$ cat src/rtl/debounce_bank.sv
// Multi-channel push-button conditioner: sync, integrating debounce, edge pulses, hold and auto-repeat.
// The release and repeat pulse ports are named release_pulse/repeat_pulse because the bare words are reserved.
module debounce_bank #(
    parameter int unsigned N_CH     = 2,
    parameter int unsigned TICK_DIV = 250000,
    parameter int unsigned STABLE_N = 4,
    parameter int unsigned HOLD_N   = 200,
    parameter int unsigned REPEAT_N = 50
) (
    input  logic            clk,
    input  logic            rst_n,
    input  logic [N_CH-1:0] btn_in,
    output logic [N_CH-1:0] level,
    output logic [N_CH-1:0] press,
    output logic [N_CH-1:0] release_pulse,
    output logic [N_CH-1:0] hold,
    output logic [N_CH-1:0] repeat_pulse
);

    localparam int unsigned PW = (TICK_DIV > 1) ? $clog2(TICK_DIV) : 1;
    localparam int unsigned CW = $clog2(STABLE_N + 1);
    localparam int unsigned HW = (HOLD_N > 0) ? $clog2(HOLD_N + 1) : 1;
    localparam int unsigned RW = (REPEAT_N > 0) ? $clog2(REPEAT_N + 1) : 1;

    logic [N_CH-1:0] sync1_q, sync1_d, sync2_q, sync2_d;
    logic [PW-1:0]   presc_q, presc_d;
    logic            tick;

    logic [N_CH-1:0] level_q, level_d;
    logic [N_CH-1:0] press_q, press_d;
    logic [N_CH-1:0] rel_q, rel_d;
    logic [N_CH-1:0] hold_q, hold_d;
    logic [N_CH-1:0] rep_q, rep_d;

    logic [CW-1:0] cnt_q  [N_CH];
    logic [CW-1:0] cnt_d  [N_CH];
    logic [HW-1:0] hcnt_q [N_CH];
    logic [HW-1:0] hcnt_d [N_CH];
    logic [RW-1:0] rcnt_q [N_CH];
    logic [RW-1:0] rcnt_d [N_CH];

    // Next-state: synchroniser, prescaler, then per-channel debounce/hold/repeat on ticks only
    always_comb begin
        sync1_d = btn_in;
        sync2_d = sync1_q;
        tick    = (presc_q == PW'(TICK_DIV - 1));
        presc_d = tick ? '0 : presc_q + PW'(1);
        level_d = level_q;
        press_d = '0;
        rel_d   = '0;
        rep_d   = '0;
        hold_d  = hold_q;
        cnt_d   = cnt_q;
        hcnt_d  = hcnt_q;
        rcnt_d  = rcnt_q;
        for (int unsigned i = 0; i < N_CH; i++) begin
            if (tick) begin
                if (sync2_q[i] == level_q[i]) begin
                    cnt_d[i] = '0;
                end else if (cnt_q[i] == CW'(STABLE_N - 1)) begin
                    level_d[i] = sync2_q[i];
                    cnt_d[i]   = '0;
                    press_d[i] = sync2_q[i];
                    rel_d[i]   = ~sync2_q[i];
                end else begin
                    cnt_d[i] = cnt_q[i] + CW'(1);
                end

                // Hold/repeat only track ticks spent at level 1; a falling level wipes them
                if (HOLD_N != 0) begin
                    if (rel_d[i]) begin
                        hcnt_d[i] = '0;
                        hold_d[i] = 1'b0;
                        rcnt_d[i] = '0;
                    end else if (level_q[i]) begin
                        if (hcnt_q[i] != HW'(HOLD_N)) begin
                            hcnt_d[i] = hcnt_q[i] + HW'(1);
                        end
                        if (!hold_q[i]) begin
                            if (hcnt_q[i] == HW'(HOLD_N - 1)) begin
                                hold_d[i] = 1'b1;
                                rep_d[i]  = 1'b1;
                                rcnt_d[i] = '0;
                            end
                        end else if (REPEAT_N != 0) begin
                            if (rcnt_q[i] == RW'(REPEAT_N - 1)) begin
                                rep_d[i]  = 1'b1;
                                rcnt_d[i] = '0;
                            end else begin
                                rcnt_d[i] = rcnt_q[i] + RW'(1);
                            end
                        end
                    end
                end
            end
        end
    end

    always_ff @(posedge clk) begin
        if (!rst_n) begin
            sync1_q <= '0;
            sync2_q <= '0;
            presc_q <= '0;
            level_q <= '0;
            press_q <= '0;
            rel_q   <= '0;
            hold_q  <= '0;
            rep_q   <= '0;
            cnt_q   <= '{default: '0};
            hcnt_q  <= '{default: '0};
            rcnt_q  <= '{default: '0};
        end else begin
            sync1_q <= sync1_d;
            sync2_q <= sync2_d;
            presc_q <= presc_d;
            level_q <= level_d;
            press_q <= press_d;
            rel_q   <= rel_d;
            hold_q  <= hold_d;
            rep_q   <= rep_d;
            cnt_q   <= cnt_d;
            hcnt_q  <= hcnt_d;
            rcnt_q  <= rcnt_d;
        end
    end

    assign level         = level_q;
    assign press         = press_q;
    assign release_pulse = rel_q;
    assign hold          = hold_q;
    assign repeat_pulse  = rep_q;

endmodule

$ cat config.mk
export PLATFORM = sky130hd
export DESIGN_NAME = debounce_bank
export DESIGN_NICKNAME = d
export VERILOG_FILES = /design/src/rtl/debounce_bank.sv
export SDC_FILE = /design/constraint.sdc
export NUM_CORES = 1
export LEC_CHECK = 0
export ABC_AREA = 1
export ABC_CLOCK_PERIOD_IN_PS = 1810
export BUFFER_PORTS_ARGS = -buffer_cell sky130_fd_sc_hd__buf_4
export CORE_ASPECT_RATIO = 0.6
export CORE_UTILIZATION = 59
export DETAILED_ROUTE_END_ITERATION = 8
export GPL_ROUTABILITY_DRIVEN = 0
export PLACE_DENSITY = 0.78
export REMOVE_ABC_BUFFERS = 1
export SLEW_MARGIN = 10
export SYNTH_ARGS = -nofsm -noshare
export SYNTH_HDL_FRONTEND = slang
export SYNTH_SLANG_ARGS = --single-unit
$ cat constraint.sdc
create_clock -name clk -period 1.81 [get_ports clk]
set_clock_uncertainty 0.15 [all_clocks]
set_input_delay 0.181 -clock clk [delete_from_list [all_inputs] [get_ports clk]]
set_output_delay 0.181 -clock clk [all_outputs]
set_load 0.01 [all_outputs]
==> results.md <==
- Status: finished, final reports clean
- Largest net degree at the start of global routing: 17
- Predominant post-synthesis flop cell: dfxtp_1
- Max-slew headroom: roughly three quarters
- CTS buffer count: 9
- Worst Reg-to-Reg Cells: 10
- Top cell type by total area after synthesis: dfxtp_1
- Max VDD drop: between 0.0006 and 0.0007 V
- Synth Area in Compound Gates: approximately 7.6%
- Hold path cells: 3
- Post-Syn Area: ~3700 um2
- Final period utilization: 97.6%
- Seq cells post-synth: between 60 and 70
- Global-route usage over all layers: approximately 29%
- Top cells by area, synth: dfxtp_1 (36%), nand2_1 (16%), nor2_1 (8.4%), inv_1 (6.3%), nand3_1 (5.3%)
- CP Launch Type: flip-flop
- Post-route insts no fill: between 600 and 700
- Final hold vios: 0
- Final Power: around 2.9 mW
- Hold WC Path Type: in -> reg
- Commonest non-fill, non-tap cells in the layout: nand2_1 (147), nor2_1 (74), inv_1 (61)
- IO Port Bufs: 13
- Synth Area in Adders: under 10%
- DRC: 0
- Die area: 6570 um2
- Share of layout cells above drive strength 1: 19.8%
- Clk slew on worst S/H paths: 0.07 ns
- Syn avg cell area: ~6.5 um2
- PwrDens: 665 nW/um2
- Number of synthesized flops with an enable pin: 0
- Register-to-register setup slack: around 0.044 ns
- Post-synthesis sequential area ratio: 35.9%
- Final Net Count: 610
- Clock period minus worst slack: approximately 1.8 ns
- Fillers: between 400 and 500
- RSZ-0062 raised after global routing: true
- Die height: about 63 um
- Fin util: 76.3%
- DRT iter0 DRCs: 359
- Top-area cell type share of the netlist area: 35.9%
- Element type at the critical path end: flip-flop
- Worst skew pair latency: approximately 0.35 ns
- P&R area growth vs syn: 19.9%
- Fmax: approximately 570 MHz
- Core area: 5780 um2
- CTS Sinks: 66
- GRT Residual Overflow: 0
- Total iterations of the first detailed-routing run: 5
- I/O pin cnt: 14
- Leakage: roughly 1.8 nW
- WL final: 9270 um
- Routed vias: between 3000 and 4000
- Post-synthesis xor/xnor area fraction: under 10%
- Placed Cells incl. Taps: 658
- Root buffer cell: clkbuf_8
- MaxCap Viol Count: 0
- Critical path data arrival time: 1.85 ns
- Hold Startpoint: rst_n
- Final setup violation count: 0
- Yosys cell types: 34
- Post-synthesis mux area share: 0%
- Worst-case hold path end point: sync1_q[0]
- Antenna Nets Post-Route: 0
- Initial antenna violation count: 0
- Synth warn: 0
- Hold WS: about 0.042 ns
- Initial Utilization: between 60% and 70%
- Cells after Synth: about 560
- Vias in the first global route: ~3300
- Vias per cell: 5.43
- Die width: 104 um
- Critical Path RT: between 1.5 and 2 ns
- Worst R2R Start: presc_q[1]
- Commonest non-fill, non-tap cell in the layout: nand2_1
- CP Class: reg -> reg
- Worst slew pin tran: between 0.4 and 0.5 ns
- CTS tree: built
- Per-cell routed wire length: ~14 um
- Htree depth: 3
- Multi-input logic area: between 2000 and 2500 um2
- Register Area: between 1000 and 1500 um2
- DP HPWL: around 6500 um
- Max-slew violation count: 0
- Largest family of logic cells by synthesized area: simple AND/OR/NAND/NOR gates
- Simple-gate share of the synthesized area: 42.9%
- Post-synth ARST share: 0%
- Clock buffer depth: 2
- First-pass GRT wire length: around 15000 um
- Crit-path max FO: 7
- Antenna diode count: 0
- RR Endpoint: presc_q[8]
- Num rows: 21
-- cell families after synthesis --
| logic type | count (synthesis) |
|---|---|
| compound gates | 54 |
| xor+xnor | 5 |
| simple gates | 348 |
| buf+inv | 78 |
| fa+ha+maj | 11 |
| flops | 66 |
-- synth_stat cells (2+ instances only) --
library cell  number
o21ai_1            2
nor2_1            82
nand3b_1           4
nor2_2            11
nor3_1            20
inv_2              5
nand4_1           12
nand2_1          154
nand3_1           39
nor3b_1            5
o21ai_0           12
inv_1             62
dfxtp_1           66
ha_1              11
or2_2              2
xnor2_1            4
o21bai_1           3
a21oi_1           36
buf_4              4
nand2_2            7
nor2_4             5
clkbuf_1           4
-- power by group --
| group | internal, mW | switching, mW | total, mW |
|---|---|---|---|
| registers | 1.46 | 0.00949 | 1.47 |
| clock network | 0.809 | 0.578 | 1.39 |
| logic | 0.0303 | 0.0482 | 0.0785 |
| total | 2.30 | 0.635 | 2.93 |
-- area by class of cell --
cell class                      count  area share, %
Clock buffer                       11           3.20
Clock inverter                      5           1.76
Inverter                           68           5.84
Multi-Input combinational cell    418           50.5
Sequential cell                    66           30.3
Tap cell                           80           2.27
Timing Repair Buffer               32           6.12
-- worst max-delay path, stage by stage (launching register included) --
cell     delay [ns]
dfxtp_2        0.36
ha_4           0.16
nand2_1        0.09
nor2_2         0.13
nand2_2        0.10
nor2_4         0.20
nand2_4        0.13
nand2_8        0.10
inv_2          0.09
o21ai_0        0.10
a21oi_1        0.06
-- worst max-delay path by stage --
stage          slack (ns)    endpoint  depth (start not counted)        from
5_1_grt             -0.05   rcnt_q[6]                          8    cnt_q[4]
3_5_place_dp        -0.05  presc_q[8]                         10  presc_q[1]
4_1_cts             0.007   hcnt_q[6]                         10  presc_q[1]
2_1_floorplan        0.16  rcnt_q[10]                          8  presc_q[0]
3_3_place_gp         0.04   hcnt_q[7]                          9    cnt_q[0]
6_report             0.04  presc_q[8]                         10  presc_q[1]
-- per-layer routing --
layer	share of wire [%]	wire length (um)	track usage, %	vias up
li1	-	-	-	1852
met1	50	4590	41.9	1689
met2	43	3950	42.9	139
met3	7.0	647	7.25	12
met4	0.90	83	7.86	0
met5	0	0	0	-
-- metrics by stage --
step / instance area (um2) / setup TNS, ns / setup slack (ns)
floorplan: 3620 / 0 / 0.156
global placement: 3930 / 0 / 0.0355
detailed placement: 3930 / -0.185 / -0.0491
CTS: 4200 / 0 / 0.00697
global route: 4410 / -0.189 / -0.0456
finish: 4410 / 0 / 0.0436
-- what timing repair did --
action                     in CTS  in global routing
pin swaps                       3                 11
hold endpoints to repair        2                  0
hold buffers                    2                  0
resized for setup               8                 48
gates cloned                    0                  0
setup buffers                   0                  4
setup endpoints to repair      27                 55
-- flip-flops by register name (all words and copies together), names as in the netlist, 6 cells and up --
| name | cells |
|---|---|
| cnt_q | 6 |
| rcnt_q | 12 |
| hcnt_q | 16 |
| presc_q | 18 |
Power figures use the tool's default switching activity.
